`config.mk`:
```
export PLATFORM = sky130hd
export DESIGN_NAME = qs_drain_flat
export DESIGN_NICKNAME = d
export VERILOG_FILES = /design/src/rtl/qs_drain_if.sv /design/src/rtl/qs_drain.sv /design/src/flat_wrapper.sv
export SDC_FILE = /design/constraint.sdc
export NUM_CORES = 1
export LEC_CHECK = 0
export ABC_AREA = 1
export BUFFER_PORTS_ARGS = -buffer_cell sky130_fd_sc_hd__buf_2
export CORE_MARGIN = 5
export CORE_UTILIZATION = 61
export DETAILED_ROUTE_END_ITERATION = 7
export PLACE_DENSITY = 0.85
export SYNTH_ARGS = -nofsm -noshare
export SYNTH_HDL_FRONTEND = slang
export SYNTH_SLANG_ARGS = --single-unit
```
`constraint.sdc`:
```
create_clock -name clk -period 5.3 [get_ports clk]
set_input_delay 0.53 -clock clk [delete_from_list [all_inputs] [get_ports clk]]
set_output_delay 0.53 -clock clk [all_outputs]
set_load 0.03 [all_outputs]
```
`src/rtl/qs_drain_if.sv`:
```
// Stream bus around qs_drain: sorter-side push words in, valid/ready words out, plus status.
// master = sorter/consumer side, slave = qs_drain.
interface qs_drain_if #(
    parameter int unsigned W     = 32,
    parameter int unsigned CNT_W = 16
);
    logic             in_vld;
    logic             in_sop;
    logic             in_eop;
    logic             in_err;
    logic [W-1:0]     in_dat;
    logic             out_vld_r;
    logic             out_sop_r;
    logic             out_eop_r;
    logic             out_err_r;
    logic [W-1:0]     out_dat_r;
    logic             out_rdy;
    logic             ovf_r;
    logic [CNT_W-1:0] pkt_cnt_r;
    logic [CNT_W-1:0] drop_cnt_r;

    modport master (
        output in_vld, in_sop, in_eop, in_err, in_dat, out_rdy,
        input  out_vld_r, out_sop_r, out_eop_r, out_err_r, out_dat_r,
        input  ovf_r, pkt_cnt_r, drop_cnt_r
    );

    modport slave (
        input  in_vld, in_sop, in_eop, in_err, in_dat, out_rdy,
        output out_vld_r, out_sop_r, out_eop_r, out_err_r, out_dat_r,
        output ovf_r, pkt_cnt_r, drop_cnt_r
    );
endinterface

```
`src/rtl/qs_drain.sv`:
```
// qs_drain: absorbs the sorter's un-throttled word stream into a framed FIFO with a registered head.
// Define QS_DRAIN_ORDER_CHK_EN to flag words that break ascending order within a packet.
module qs_drain #(
    parameter int unsigned W     = 32,
    parameter int unsigned N     = 16,
    parameter int unsigned CNT_W = 16
) (
    input logic       clk,
    input logic       rst,
    qs_drain_if.slave bus
);
    localparam int unsigned AW = $clog2(N);
    localparam int unsigned EW = W + 3;

    typedef enum logic [1:0] {StIdle, StPkt, StDrop} state_e;

    state_e           r_state;
    state_e           w_state_nxt;
    logic [EW-1:0]    r_mem [N];
    logic [AW:0]      r_wr_ptr;
    logic [AW:0]      r_rd_ptr;
    logic [AW:0]      w_wr_ptr_nxt;
    logic [AW:0]      w_rd_ptr_nxt;
    logic             r_out_vld;
    logic [EW-1:0]    r_out_ent;
    logic [EW-1:0]    w_head_nxt;
    logic [EW-1:0]    w_entry;
    logic             r_ovf;
    logic [CNT_W-1:0] r_pkt_cnt;
    logic [CNT_W-1:0] r_drop_cnt;
    logic             w_full;
    logic             w_pop;
    logic             w_cand;
    logic             w_ferr;
    logic             w_oerr;
    logic             w_ovf_drop;
    logic             w_push;
    logic             w_drop;

    assign w_full = (r_wr_ptr[AW] != r_rd_ptr[AW]) &&
                    (r_wr_ptr[AW-1:0] == r_rd_ptr[AW-1:0]);
    assign w_pop  = r_out_vld & bus.out_rdy;

`ifdef QS_DRAIN_ORDER_CHK_EN
    logic [W-1:0] r_prev;

    always_ff @(posedge clk) begin
        if (rst) begin
            r_prev <= '0;
        end else if (w_push) begin
            r_prev <= bus.in_dat;
        end
    end

    assign w_oerr = ~bus.in_sop & (bus.in_dat < r_prev);
`else
    assign w_oerr = 1'b0;
`endif

    assign w_entry = {bus.in_sop, bus.in_eop, bus.in_err | w_ferr | w_oerr, bus.in_dat};

    // FSM: state register
    always_ff @(posedge clk) begin
        if (rst) begin
            r_state <= StIdle;
        end else begin
            r_state <= w_state_nxt;
        end
    end

    // FSM: outputs (store/drop decision for the current word)
    always_comb begin
        w_cand = 1'b0;
        w_ferr = 1'b0;
        if (bus.in_vld) begin
            case (r_state)
                StIdle:  w_cand = bus.in_sop;
                StPkt: begin
                    w_cand = 1'b1;
                    w_ferr = bus.in_sop;
                end
                StDrop:  w_cand = bus.in_sop;
                default: w_cand = 1'b0;
            endcase
        end
        w_ovf_drop = w_cand & w_full & ~w_pop;
        w_push     = w_cand & ~w_ovf_drop;
        w_drop     = bus.in_vld & ~w_push;
    end

    // FSM: next state; a dropped eop always closes the packet
    always_comb begin
        w_state_nxt = r_state;
        if (bus.in_vld) begin
            if (w_ovf_drop) begin
                w_state_nxt = bus.in_eop ? StIdle : StDrop;
            end else if (w_push) begin
                w_state_nxt = bus.in_eop ? StIdle : StPkt;
            end else if (r_state == StDrop && bus.in_eop) begin
                w_state_nxt = StIdle;
            end
        end
    end

    assign w_wr_ptr_nxt = r_wr_ptr + {{AW{1'b0}}, w_push};
    assign w_rd_ptr_nxt = r_rd_ptr + {{AW{1'b0}}, w_pop};

    // Next head comes straight from the input when it lands in an otherwise empty FIFO
    assign w_head_nxt = (w_rd_ptr_nxt == r_wr_ptr) ? w_entry : r_mem[w_rd_ptr_nxt[AW-1:0]];

    always_ff @(posedge clk) begin
        if (w_push) begin
            r_mem[r_wr_ptr[AW-1:0]] <= w_entry;
        end
    end

    always_ff @(posedge clk) begin
        if (rst) begin
            r_wr_ptr   <= '0;
            r_rd_ptr   <= '0;
            r_out_vld  <= 1'b0;
            r_out_ent  <= '0;
            r_ovf      <= 1'b0;
            r_pkt_cnt  <= '0;
            r_drop_cnt <= '0;
        end else begin
            r_wr_ptr  <= w_wr_ptr_nxt;
            r_rd_ptr  <= w_rd_ptr_nxt;
            r_out_vld <= (w_rd_ptr_nxt != w_wr_ptr_nxt);
            r_out_ent <= w_head_nxt;
            r_ovf     <= r_ovf | w_ovf_drop;
            if (w_pop && r_out_ent[W+1]) begin
                r_pkt_cnt <= r_pkt_cnt + 1'b1;
            end
            if (w_drop && (r_drop_cnt != {CNT_W{1'b1}})) begin
                r_drop_cnt <= r_drop_cnt + 1'b1;
            end
        end
    end

    assign bus.out_vld_r  = r_out_vld;
    assign bus.out_sop_r  = r_out_ent[W+2];
    assign bus.out_eop_r  = r_out_ent[W+1];
    assign bus.out_err_r  = r_out_ent[W];
    assign bus.out_dat_r  = r_out_ent[W-1:0];
    assign bus.ovf_r      = r_ovf;
    assign bus.pkt_cnt_r  = r_pkt_cnt;
    assign bus.drop_cnt_r = r_drop_cnt;
endmodule

```
`src/flat_wrapper.sv`:
```
// flat-port wrapper written by rule: the top's interface ports become plain ports
module qs_drain_flat 
#(
    parameter int unsigned W     = 32,
    parameter int unsigned N     = 16,
    parameter int unsigned CNT_W = 16
)
  (clk, rst, bus_in_vld, bus_in_sop, bus_in_eop, bus_in_err, bus_in_dat, bus_out_rdy, bus_out_vld_r, bus_out_sop_r, bus_out_eop_r, bus_out_err_r, bus_out_dat_r, bus_ovf_r, bus_pkt_cnt_r, bus_drop_cnt_r);
  qs_drain_if #(.W(W), .CNT_W(CNT_W)) bus_i ();
  input logic clk;
  input logic rst;
  input wire logic [$bits(bus_i.in_vld)-1:0] bus_in_vld;
  input wire logic [$bits(bus_i.in_sop)-1:0] bus_in_sop;
  input wire logic [$bits(bus_i.in_eop)-1:0] bus_in_eop;
  input wire logic [$bits(bus_i.in_err)-1:0] bus_in_err;
  input wire logic [$bits(bus_i.in_dat)-1:0] bus_in_dat;
  input wire logic [$bits(bus_i.out_rdy)-1:0] bus_out_rdy;
  output wire logic [$bits(bus_i.out_vld_r)-1:0] bus_out_vld_r;
  output wire logic [$bits(bus_i.out_sop_r)-1:0] bus_out_sop_r;
  output wire logic [$bits(bus_i.out_eop_r)-1:0] bus_out_eop_r;
  output wire logic [$bits(bus_i.out_err_r)-1:0] bus_out_err_r;
  output wire logic [$bits(bus_i.out_dat_r)-1:0] bus_out_dat_r;
  output wire logic [$bits(bus_i.ovf_r)-1:0] bus_ovf_r;
  output wire logic [$bits(bus_i.pkt_cnt_r)-1:0] bus_pkt_cnt_r;
  output wire logic [$bits(bus_i.drop_cnt_r)-1:0] bus_drop_cnt_r;
  assign bus_i.in_vld = bus_in_vld;
  assign bus_i.in_sop = bus_in_sop;
  assign bus_i.in_eop = bus_in_eop;
  assign bus_i.in_err = bus_in_err;
  assign bus_i.in_dat = bus_in_dat;
  assign bus_i.out_rdy = bus_out_rdy;
  assign bus_out_vld_r = bus_i.out_vld_r;
  assign bus_out_sop_r = bus_i.out_sop_r;
  assign bus_out_eop_r = bus_i.out_eop_r;
  assign bus_out_err_r = bus_i.out_err_r;
  assign bus_out_dat_r = bus_i.out_dat_r;
  assign bus_ovf_r = bus_i.ovf_r;
  assign bus_pkt_cnt_r = bus_i.pkt_cnt_r;
  assign bus_drop_cnt_r = bus_i.drop_cnt_r;
  qs_drain #(.W(W), .N(N), .CNT_W(CNT_W)) u_core (.clk(clk), .rst(rst), .bus(bus_i));
endmodule
```
Word-level counts from Yosys, hierarchy flattened. Memory sizes are Yosys's and may differ from the RTL's. Cells that the tools add are included.

RAM bits: 560. Register bits: 81. Memories kept: 1. Input bits: 39.

Memories: u_core.r_mem (depth 16, bits a word 35, rd ports 1, clocked after memory_dff 0, write ports 1, RTL line qs_drain.sv:19) `logic [EW-1:0] r_mem [N];`.

Bitwise gates (word level): 10. Equal/unequal tests: 7. Add/subtract/negate cells: 4. Reductions and logical operators: 8. Multiplexer cells: 12.

Operator list (count): 2-to-1 mux 35 bit (1); adder 16 x 1 -> 16 bit, second input constant (2); inequality test 16 bit, second input constant (1); adder 5 x 1 -> 5 bit (2); 2-to-1 mux 2 bit (4); 2-to-1 mux 1 bit (6); AND 1 bit (5); == test 5 bit (1); inequality test 5 bit (1); == test 4 bit (1); logical AND 1 bit (4); inverter 1 bit (3); nonzero test 3 bit (1); == test 2 x 1 -> 1 bit, second input constant (1); == test 2 bit, second input constant (1); logical NOT 2 bit (1); OR 1 bit (2); case mux 1 bit (2 select lines) (1); AND reduction 2 bit (1); OR reduction 2 bit (1); inequality test 1 bit (1).

Depth between registers and ports, before layout. Gate-level depths: netlist (run 1).

Word-level depth: 11. Depth in mapped cells: 17.

Worst setup path after synthesis (run 1). OpenSTA, ideal clock, no wires.

Path type: input -> register. Start: input port bus_in_vld. End: memory u_core.r_mem[1][0] in the netlist's numbering (enable). Required time: 4829 ps. Arrival time: 3733 ps. Path buffers: 3. Slack: 1096 ps. Stages: 8. Path through: buf_2 nand3_1 nor2_1 nand3_1 nand2_1 buf_4 buf_2 nor3_1.

Longest elaborated chain between the ends: 7.

RTL lines: start: declaration (RTL line flat_wrapper.sv:12) `input wire logic [$bits(bus_i.in_vld)-1:0] bus_in_vld;`; 2-to-1 mux 1 bit * (RTL line qs_drain.sv:75) `if (bus.in_vld) begin`; AND 1 bit (2 in a row) (RTL line qs_drain.sv:86) `w_ovf_drop = w_cand & w_full & ~w_pop;`; inverter 1 bit (RTL line qs_drain.sv:87) `w_push = w_cand & ~w_ovf_drop;`; AND 1 bit * (RTL line qs_drain.sv:87); 2-to-1 mux 1 bit * (RTL line qs_drain.sv:112) `if (w_push) begin`; 2-to-1 mux 1 bit (not written as such) * (RTL line qs_drain.sv:113) `r_mem[r_wr_ptr[AW-1:0]] <= w_entry;`; end: declaration (RTL line qs_drain.sv:19).

Mark *: on every way between the ends. The rest lies on a longest branch, timed or not.

Final worst setup path (run 1).
Start: register u_core.r_out_vld, in the netlist u_core.bus.out_vld_r. End: register u_core.r_out_ent[24].

Longest elaborated chain between the ends: 4.

RTL lines: start: declaration (RTL line qs_drain.sv:24) `logic r_out_vld;`; start signal: assignment (RTL line qs_drain.sv:129) `r_out_vld <= (w_rd_ptr_nxt != w_wr_ptr_nxt);`; AND 1 bit * (RTL line qs_drain.sv:42) `assign w_pop = r_out_vld & bus.out_rdy;`; adder 5 x 1 -> 5 bit * (RTL line qs_drain.sv:106) `assign w_rd_ptr_nxt = r_rd_ptr + {{AW{1'b0}}, w_pop};`; net u_core.w_rd_ptr_nxt[0] (RTL line qs_drain.sv:23) `logic [AW:0] w_rd_ptr_nxt;`; memory (16 x 35 bit) / == test 5 bit (equally long branches); 2-to-1 mux 35 bit * (RTL line qs_drain.sv:109) `assign w_head_nxt = (w_rd_ptr_nxt == r_wr_ptr) ? w_entry : r_mem[w_rd_ptr_nxt[AW-1:0]];`; end signal: assignment (RTL line qs_drain.sv:130) `r_out_ent <= w_head_nxt;`; end: declaration (RTL line qs_drain.sv:25) `logic [EW-1:0] r_out_ent;`.

Mark *: on every way through the listed nets, which the timed path passes. The rest lies on a longest branch. A chain may end at the register's enable or synchronous reset.

==> results.cfg, run 1 <==
[worst_hold_path]
hp-class = in -> reg

[floorplan]
die_area_sq_mm = 0.0474
placementRows = 76
die_w_microns = 218
core_area_sq_mm = 0.0429
io_pins = 108
start_util = 0.613
die_h_microns = 218

[clock_network]
cts_buffers = 61
hold_buffers = 0
cts_setup_buffers = 0
cts_tree = done
numClockSinks = 641
clk_pin_slew_ns = 0.06
cts-root-buf = clkbuf_16
cts.repair.resized = 0
worstSkewPairLatency_ns = 0.64
cts_buffer_depth = 3
htreeDepth = 2

[timing]
finalMaxSlewViolations = 0
final.min_clock_period_ns = 3.47
fin_crit_sh = 0.654
hold_viol = 0
setup-tns-final_ns = 0
worstMarginPinSlew_ns = 1.18
finClkSkew_ns = 0.0281
relSlewSlack = 0.210
fmax_ghz = 0.288
setup_violations = 0
rsz0062_at_grt = no

[worst_setup_path]
crit_path_cell_trace = nand2_1 > inv_1 > ha_4 > inv_8 > buf_4 > nand2_1 > nand3_1 > nand3_1 > nand2_1 > nand2_1 > nand2_1 > nor2_1 > nor2_1
worstSetupPathType = reg -> reg
crit_family = buffers and inverters
cp.arrival_ns = 4.04
required_ns = 5.87
cp_max_fo = 127
path_common_cell = nand2_1
crit_buf_inv = 3
cp_slowest_cell = buf_4
crit_path_end_kind = flop
slowest_delay_ns = 0.83
critPathLaunchType = flop

[final_layout]
seqCellArea_sq_mm = 0.0184
drive_gt1_frac = 0.108
post-route-cell-area_sq_mm = 0.0293
n_fill_cell = 2855
final_nets = 2575
multi_input_area_sq_mm = 0.00702
syn_to_final_growth_pct = 11.5

[synthesis]
synthTopCellsByArea = edfxtp_1 (64%), nand2_1 (13%), nand3_1 (8.4%)
yosys.area.top_type = edfxtp_1
synth.most_common_cell = nand2_1
ys_seq_area_frac = 0.701
synth.distinct_cells = 35
synth_top_area_frac = 0.639
synth_edf_count = 560
async_flop_share = 0
ys.warnings.count = 0
ys_seq_elements = 641
netlist_area_sq_mm = 0.0263
synth.net_count = 2505
syn_avg_cell_area_sq_um = 10.7
synth.top_cells.by_count = nand2_1 (905), edfxtp_1 (560), nand3_1 (443), nor2_1 (125), inv_1 (84)
synthFlopType = edfxtp_1
netlist_instances = 2460

[detailed_routing]
antenna_left = 0
vias = 18831
drtPass1Iterations = 6
drtIter0Drc = 2522
drc = 0
vias_per_cell = 5.94
wl_per_cell_microns = 20.4
wl_mm = 64.7

[power_and_ir_drop]
p_leak_nw = 11.2
clockPowerShare = 0.370
power.density_mw_per_mm2 = 390
p_int_mw = 8.35
pwr-share-comb = 0.138
sequentialPowerShare = 0.492
peakVddDrop_mv = 0.332
power.switching_mw = 3.08
switching_share = 0.270

[placed_design]
hpwl_mm = 33.3
port_buffers = 107
gp_congestion = 0.857
placed_area_sq_mm = 0.0274

[global_routing]
grt_pass1_wl_mm = 100
overflow = 0
antenna_found_initial = 5
grt_pass1_vias = 18459
grt_max_degree = 128
track_usage = 0.270

[run_status]
outcome = complete, no violations

[flow_run]
maxCapViolations = 0
logic make-up (layout without fill, tap and decap cells):
logic type                 count (synthesis)  in the layout  synth area share
and+or+nand+nor                         1529           1529             0.245
DFF                                      641            641             0.701
buffers and inverters                    227            349            0.0373
AOI/OAI and AO/OA                         42             42           0.00813
xor gates and xnor gates                  15             15           0.00556
adders and majority gates                  6              6           0.00285
other                                      0              3                 0
layout by cell type, fill, tap and decap left out, drive strengths merged:
cell / synthesis / layout
nand2: 909 / 909
xor2: 12 / 12
ha: 6 / 6
xnor2: 3 / 3
nand4: 21 / 21
nand3b: 1 / 1
bufinv: 0 / 2
nor3b: 1 / 1
nor3: 20 / 20
buf: 71 / 145
a21oi: 26 / 26
o21ai: 14 / 14
nand3: 445 / 445
inv: 88 / 91
nor2: 128 / 128
nor4: 2 / 2
and2: 1 / 1
dfxtp: 81 / 81
or2: 1 / 1
clkinv: 1 / 28
o211ai: 1 / 1
a31oi: 1 / 1
clkinvlp: 0 / 4
edfxtp: 560 / 560
clkbuf: 67 / 79
diode: 0 / 3
power by group through the flow:
stage | combinational, mW | clock (mW) | sequential, mW
6_report | 1.58 | 4.23 | 5.62
5_1_grt | 1.76 | 4.49 | 5.63
4_1_cts | 1.57 | 4.26 | 5.62
3_5_place_dp | 1.54 | 0 | 5.73
3_3_place_gp | 1.49 | 0 | 5.73
2_1_floorplan | 1.03 | 0 | 5.83
area by class of cell:
type,count,share of cell area
sequential,641,0.628
inverter,89,0.0117
multi-input combinational,1592,0.239
antenna,3,0.000256
timing repair buffer,145,0.0280
clock buffer,79,0.0574
tap,585,0.0249
clock inverter,36,0.00989
path summary, 6_finish.rpt:
check	cells after the start	to	slack, ns	start
hold reg to reg	2	u_core.bus.pkt_cnt_r[7]	0.48	u_core.bus.pkt_cnt_r[7]
hold / removal	1	u_core.r_mem[2][30]	0.27	bus_in_dat[30]
setup reg to reg	13	u_core.r_out_ent[24]	1.83	u_core.bus.out_vld_r
setup / recovery	13	u_core.r_out_ent[24]	1.83	u_core.bus.out_vld_r
routing by layer:
metal  global-route usage  part of all wire  vias up
met5                    0           0.00040        -
met4                0.111             0.037        4
met3               0.0525              0.10      204
met2                0.451              0.49     1167
met1                0.352              0.36     8944
li1                     -                 -     8512
stage by stage:
step	utilization	power [mW]	worst slack (ns)	hold slack, ns	instances
after global routing	0.684	11.9	1.58	0.263	3169
after floorplan	-	6.86	1.10	0.470	2460
after CTS	0.684	11.4	1.87	0.237	3167
final	0.684	11.4	1.83	0.272	3170
after detailed placement	0.638	7.27	1.61	0.461	3052
after global placement	0.638	7.22	1.67	0.454	3052
state kept, by name (all words and copies together), names as in the netlist:
signal,count
u_core.bus.drop_cnt_r,16
u_core.r_state,2
u_core.r_rd_ptr,5
u_core.bus.out_vld_r,1
u_core.r_mem,560
u_core.r_wr_ptr,5
u_core.bus.pkt_cnt_r,16
u_core.bus.ovf_r,1
u_core.r_out_ent,35
(Power assumes the default switching activity.)
==> run 2: changes to the inputs <==
--- a/config.mk
+++ b/config.mk
@@ -5,7 +5,7 @@
 export SDC_FILE = /design/constraint.sdc
 export NUM_CORES = 1
 export LEC_CHECK = 0
-export ABC_AREA = 1
+export ABC_AREA = 0
 export BUFFER_PORTS_ARGS = -buffer_cell sky130_fd_sc_hd__buf_2
 export CORE_MARGIN = 5
 export CORE_UTILIZATION = 61
==> constraint.sdc (replaced) <==
create_clock -name clk -period 3.5 [get_ports clk]
set_input_delay 0.35 -clock clk [delete_from_list [all_inputs] [get_ports clk]]
set_output_delay 0.35 -clock clk [all_outputs]
set_load 0.03 [all_outputs]
==> run 2 against run 1 <==
Net effect: final area is 3.1% lower; final cell count decreased by 36%; combinational power increased by 67%; non-clock buffer count increased by 10; clock power grew 53%.
==> results.cfg, run 2 <==
[synthesis]
netlist_area_sq_mm = 0.0249
synth-simple-area-share = 0.0452
synth.top_cells.by_count = edfxtp_1 (560), mux4_2 (140), dfxtp_1 (81), nand2_1 (80)
ys_seq_area_frac = 0.741
synth.net_count = 1339
synth_edf_count = 560
synthTopCellsByArea = edfxtp_1 (68%), mux4_2 (13%), dfxtp_1 (6.5%)
post_synth_mux_area_share = 0.162
ys_seq_elements = 641
synthFlopType = edfxtp_1
ys.warnings.count = 0
async_flop_share = 0
synth_top_family_by_area = multiplexers
synth.distinct_cells = 44
synth_top_area_frac = 0.676
synth.most_common_cell = edfxtp_1
netlist_instances = 1294
synth_compound_area_frac = 0.0236
syn_avg_cell_area_sq_um = 19.2
yosys.area.top_type = edfxtp_1
synthXorXnorAreaFrac = 0.0119
yosys.area_share.adder = 0.00302

[worst_setup_path]
path_common_cell = buf_4
cp.arrival_ns = 3.29
cp_max_fo = 16
required_ns = 3.94
crit_path_cell_trace = and2_1 > ha_4 > buf_4 > buf_4 > mux4_2 > mux2_2 > o211ai_1 > a21oi_1
r2r_setup_slack_ns = 0.66
cp_slowest_cell = mux4_2
worstSetupPathType = reg -> reg
critPathLaunchType = flop
slowest_delay_ns = 0.54
crit_path_end_kind = flop

[detailed_routing]
vias_per_cell = 6.63
wl_mm = 57.9
wl_per_cell_microns = 28.6
vias = 13395
antenna_left = 0
drc = 0
drtIter0Drc = 1800
drtPass1Iterations = 5

[clock_network]
worstSkewPairLatency_ns = 0.63
cts_setup_buffers = 0
cts_buffer_depth = 3
clk_pin_slew_ns = 0.06
hold_buffers = 0
cts.repair.resized = 0
numClockSinks = 641
cts_buffers = 60
cts_tree = done
htreeDepth = 2
cts-root-buf = clkbuf_16

[timing]
setup_violations = 0
fmax_ghz = 0.352
final.min_clock_period_ns = 2.84
layout_setup_ws_ns = 0.657
finClkSkew_ns = 0.0210
worstMarginPinSlew_ns = 0.999
rsz0062_at_grt = no
relSlewSlack = 0.334
whs_ns = 0.109
hold_viol = 0
fin_crit_sh = 0.812
finalMaxSlewViolations = 0

[power_and_ir_drop]
power.density_mw_per_mm2 = 621
p_leak_nw = 9.27
peakVddDrop_mv = 0.472

[floorplan]
io_pins = 108
core_area_sq_mm = 0.0406
placementRows = 74
start_util = 0.613
die_area_sq_mm = 0.0449
die_w_microns = 212
die_h_microns = 212

[global_routing]
antenna_found_initial = 3
grt_max_degree = 78
grt_pass1_vias = 13684
track_usage = 0.260
overflow = 0
grt_pass1_wl_mm = 86.2

[final_layout]
syn_to_final_growth_pct = 14.3
final_nets = 1486
largest_reg_flops = 560
n_fill_cell = 2344
diodes = 0
drive_gt1_frac = 0.304
mostFrequentLayoutCells = edfxtp_1 (560), mux4_2 (140), buf_2 (106)
layout.cells.non_filler = 2021
layout_commonest_cell = edfxtp_1

[run_status]
outcome = complete, no violations

[worst_hold_path]
hp-class = in -> reg

[placed_design]
port_buffers = 107
hpwl_mm = 29.3
pre_cts_ws_ns = 0.590
place_inst = 1911
gp_congestion = 0.773

[flow_run]
maxCapViolations = 0
==> run 2: cell types whose count changed in the layout (fill, tap and decap cells not counted), sizes merged, moves of 19 or more <==
cell,delta
nand2,-829
nand3,-432
mux4,+140
nor2,-92
inv,-85
mux2,+46
mux2i,+37
o211ai,+33
nor2b,+19
==> run 2: logic make-up after synthesis <==
kind of cell / count (synthesis)
compound gates: 95
mux: 223
fa+ha+maj: 6
xor+xnor: 33
buf+inv: 75
simple gates: 221
flops: 641
==> run 2: per-stage QoR <==
stage	total power, mW	util	area, sq um	setup TNS, ns
3_3_place_gp	11.2	0.653	26500	0
6_report	17.7	0.701	28400	0
3_5_place_dp	11.3	0.653	26500	0
5_1_grt	18.3	0.701	28400	0
4_1_cts	17.8	0.701	28400	0
2_1_floorplan	10.5	-	24900	-199.12
==> run 2: worst max-delay path: cells and delay by family (launching register included) <==
kind / cells / cell delay (ns)
fa+ha+maj: 1 / 0.32
mux: 2 / 0.81
compound gates: 2 / 0.31
buf+inv: 2 / 0.63
flops: 1 / 0.33
simple gates: 1 / 0.24
==> run 2: where the power goes <==
part	internal, mW	leakage (nW)	switching [mW]
clock network	3.72	0.972	2.74
registers	8.47	5.71	0.0873
logic	1.16	2.59	1.48
==> run 2: layout make-up <==
type | count | area [sq um] | area share
clock buffers | 81 | 1680 | 0.0591
clock inverters | 29 | 269 | 0.00946
inverters | 5 | 18.8 | 0.000660
multi-input cells | 578 | 6320 | 0.222
flip-flops and latches | 641 | 18400 | 0.648
well taps | 532 | 666 | 0.0234
repair buffers | 155 | 1040 | 0.0364
==> run 2: routing by layer <==
metal / track usage / vias to the layer above / wire, microns
met2: 0.424 / 903 / 28700
met1: 0.362 / 6838 / 21200
met4: 0.0862 / 6 / 1900
met5: 0 / - / 39
li1: - / 5502 / -
met3: 0.0514 / 146 / 6020
==> run 2: path summary, 6_finish.rpt <==
check	startpoint	end	cells past startpoint
max reg2reg	u_core.bus.out_vld_r	u_core.r_out_ent[2]	8
min	bus_in_dat[24]	u_core.r_out_ent[24]	3
min reg2reg	u_core.r_state[1]	u_core.r_state[1]	2
max	u_core.bus.out_vld_r	u_core.r_out_ent[2]	8
==> run 3: changes to the inputs <==
==> constraint.sdc (replaced) <==
create_clock -name clk -period 3 [get_ports clk]
set_input_delay 0.3 -clock clk [delete_from_list [all_inputs] [get_ports clk]]
set_output_delay 0.3 -clock clk [all_outputs]
set_load 0.03 [all_outputs]
==> run 3 against run 2 <==
Net effect: sequential power increased by 17%; fmax is 2.5% higher; critical path depth is 1 lower; sequential cell count did not move; critical endpoint is now u_core.r_out_ent[17]; largest cell class unchanged; largest power group unchanged.
==> results.cfg, run 3 (synthesis gave the netlist of run 2 again) <==
[power_and_ir_drop]
clockPowerShare = 0.367
power.switching_mw = 5.00
peakVddDrop_mv = 0.610
p_int_mw = 15.7
sequentialPowerShare = 0.482
p_leak_nw = 9.46
power.density_mw_per_mm2 = 718
switching_share = 0.241
pwr-share-comb = 0.151
p_total_mw = 20.7

[global_routing]
grt_max_degree = 77
grt_pass1_wl_mm = 85.3
globalRouteMet2Util = 0.427
overflow = 0
met3_usage = 0.0510
antenna_found_initial = 5
globalRouteMet1Util = 0.345
grt-busiest-layer = met2
track_usage = 0.256
grt_pass1_vias = 13728

[clock_network]
cts-root-buf = clkbuf_16
numClockSinks = 641
cts_tree = done
cts_buffer_depth = 3
cts.repair.resized = 0
hold_buffers = 0
htreeDepth = 2
cts_buffers = 58
cts_setup_buffers = 0
clk_pin_slew_ns = 0.07
worstSkewPairLatency_ns = 0.62

[timing]
rsz0062_at_grt = no
whs_ns = 0.0583
worstMarginPinSlew_ns = 0.943
layout_setup_ws_ns = 0.226
setup_violations = 0
fmax_ghz = 0.361
fin_crit_sh = 0.925
finalMaxSlewViolations = 0
hold_viol = 0
final.min_clock_period_ns = 2.77
relSlewSlack = 0.371
finClkSkew_ns = 0.0176

[floorplan]
core_area_sq_mm = 0.0406
die_w_microns = 212
die_area_sq_mm = 0.0449
die_h_microns = 212
io_pins = 108
start_util = 0.613
placementRows = 74

[flow_run]
maxCapViolations = 0

[worst_setup_path]
slowest_delay_ns = 0.56
crit_path_end_kind = flop
cp_slowest_cell = mux4_2
critPathLaunchType = flop
r2r-start = u_core.bus.out_vld_r
rr_endpoint = u_core.r_out_ent[17]
worstSetupPathType = reg -> reg
crit_path_cell_trace = and2_1 > ha_4 > buf_12 > mux4_2 > mux2_2 > o211ai_1 > a21oi_1
cp_max_fo = 44
r2r_setup_slack_ns = 0.23
cp.arrival_ns = 3.23
rr_worst_depth = 7
required_ns = 3.46

[placed_design]
place_inst = 1927
placed_area_sq_mm = 0.0268
hpwl_mm = 30.2
pre_cts_ws_ns = 0.209
gp_congestion = 0.784
port_buffers = 107

[detailed_routing]
wl_per_cell_microns = 27.8
antenna_left = 0
wl_mm = 56.6
drc = 0
vias_per_cell = 6.54
vias = 13344
drtPass1Iterations = 6
drtIter0Drc = 1700

[final_layout]
mostFrequentLayoutCells = edfxtp_1 (560), mux4_2 (140), buf_2 (106)
layout_commonest_cell = edfxtp_1
post-route-cell-area_sq_mm = 0.0288
drive_gt1_frac = 0.312
layout.cells.non_filler = 2040
largest_reg_flops = 560
final_nets = 1500
syn_to_final_growth_pct = 15.9

[worst_hold_path]
hold_depth = 3
whs_endpoint = u_core.r_out_ent[20]
min_from = bus_in_dat[20]
hp-class = in -> reg

[run_status]
outcome = complete, no violations
==> run 3: area by class of cell <==
type                       instances  area, sq um
timing repair buffer             171         1340
fill                            2242        11700
sequential                       641        18400
antenna                            3         7.51
tap                              532          666
multi-input combinational        578         6370
clock inverter                    27          335
clock buffer                      83         1660
inverter                           5         18.8
==> run 3: worst max path at each step <==
stage                                 endpoint  cells past startpoint  slack (ns)                  from
final                     u_core.r_out_ent[17]                      7        0.23  u_core.bus.out_vld_r
after global routing      u_core.r_out_ent[17]                      7        0.09  u_core.bus.out_vld_r
after CTS                 u_core.r_out_ent[17]                      7        0.22  u_core.bus.out_vld_r
after detailed placement  u_core.r_out_ent[17]                      8        0.21           bus_out_rdy
after global placement    u_core.r_out_ent[15]                      8        0.31           bus_out_rdy
after floorplan            u_core.r_mem[13][0]                      7       -0.28    u_core.r_wr_ptr[3]
==> run 3: worst max-delay path, delay by kind of cell, from the launching register on <==
kind,cells,cell delay [ns]
fa+ha+maj,1,0.45
compound gates,2,0.36
flops,1,0.33
mux,2,0.85
buf+inv,1,0.37
simple gates,1,0.24
==> run 3: through the flow <==
stage,util,setup TNS [ns]
detailed placement,0.662,0
floorplan,-,-70.17
global placement,0.662,0
global route,0.711,0
finish,0.711,0
CTS,0.711,0
==> run 3: power by group through the flow <==
stage / combinational (mW) / sequential, mW / clock, mW
after global routing: 3.34 / 9.99 / 8.14
after detailed placement: 3.07 / 10.2 / 0
after floorplan: 1.87 / 10.4 / 0
after global placement: 2.99 / 10.2 / 0
after CTS: 3.15 / 9.98 / 7.69
final: 3.13 / 9.98 / 7.61
==> run 3: routing by layer <==
| layer | vias to the layer above | share of wire |
|---|---|---|
| met5 | - | 0.00034 |
| met4 | 4 | 0.026 |
| met3 | 107 | 0.094 |
| met2 | 770 | 0.51 |
| met1 | 6920 | 0.37 |
| li1 | 5543 | - |
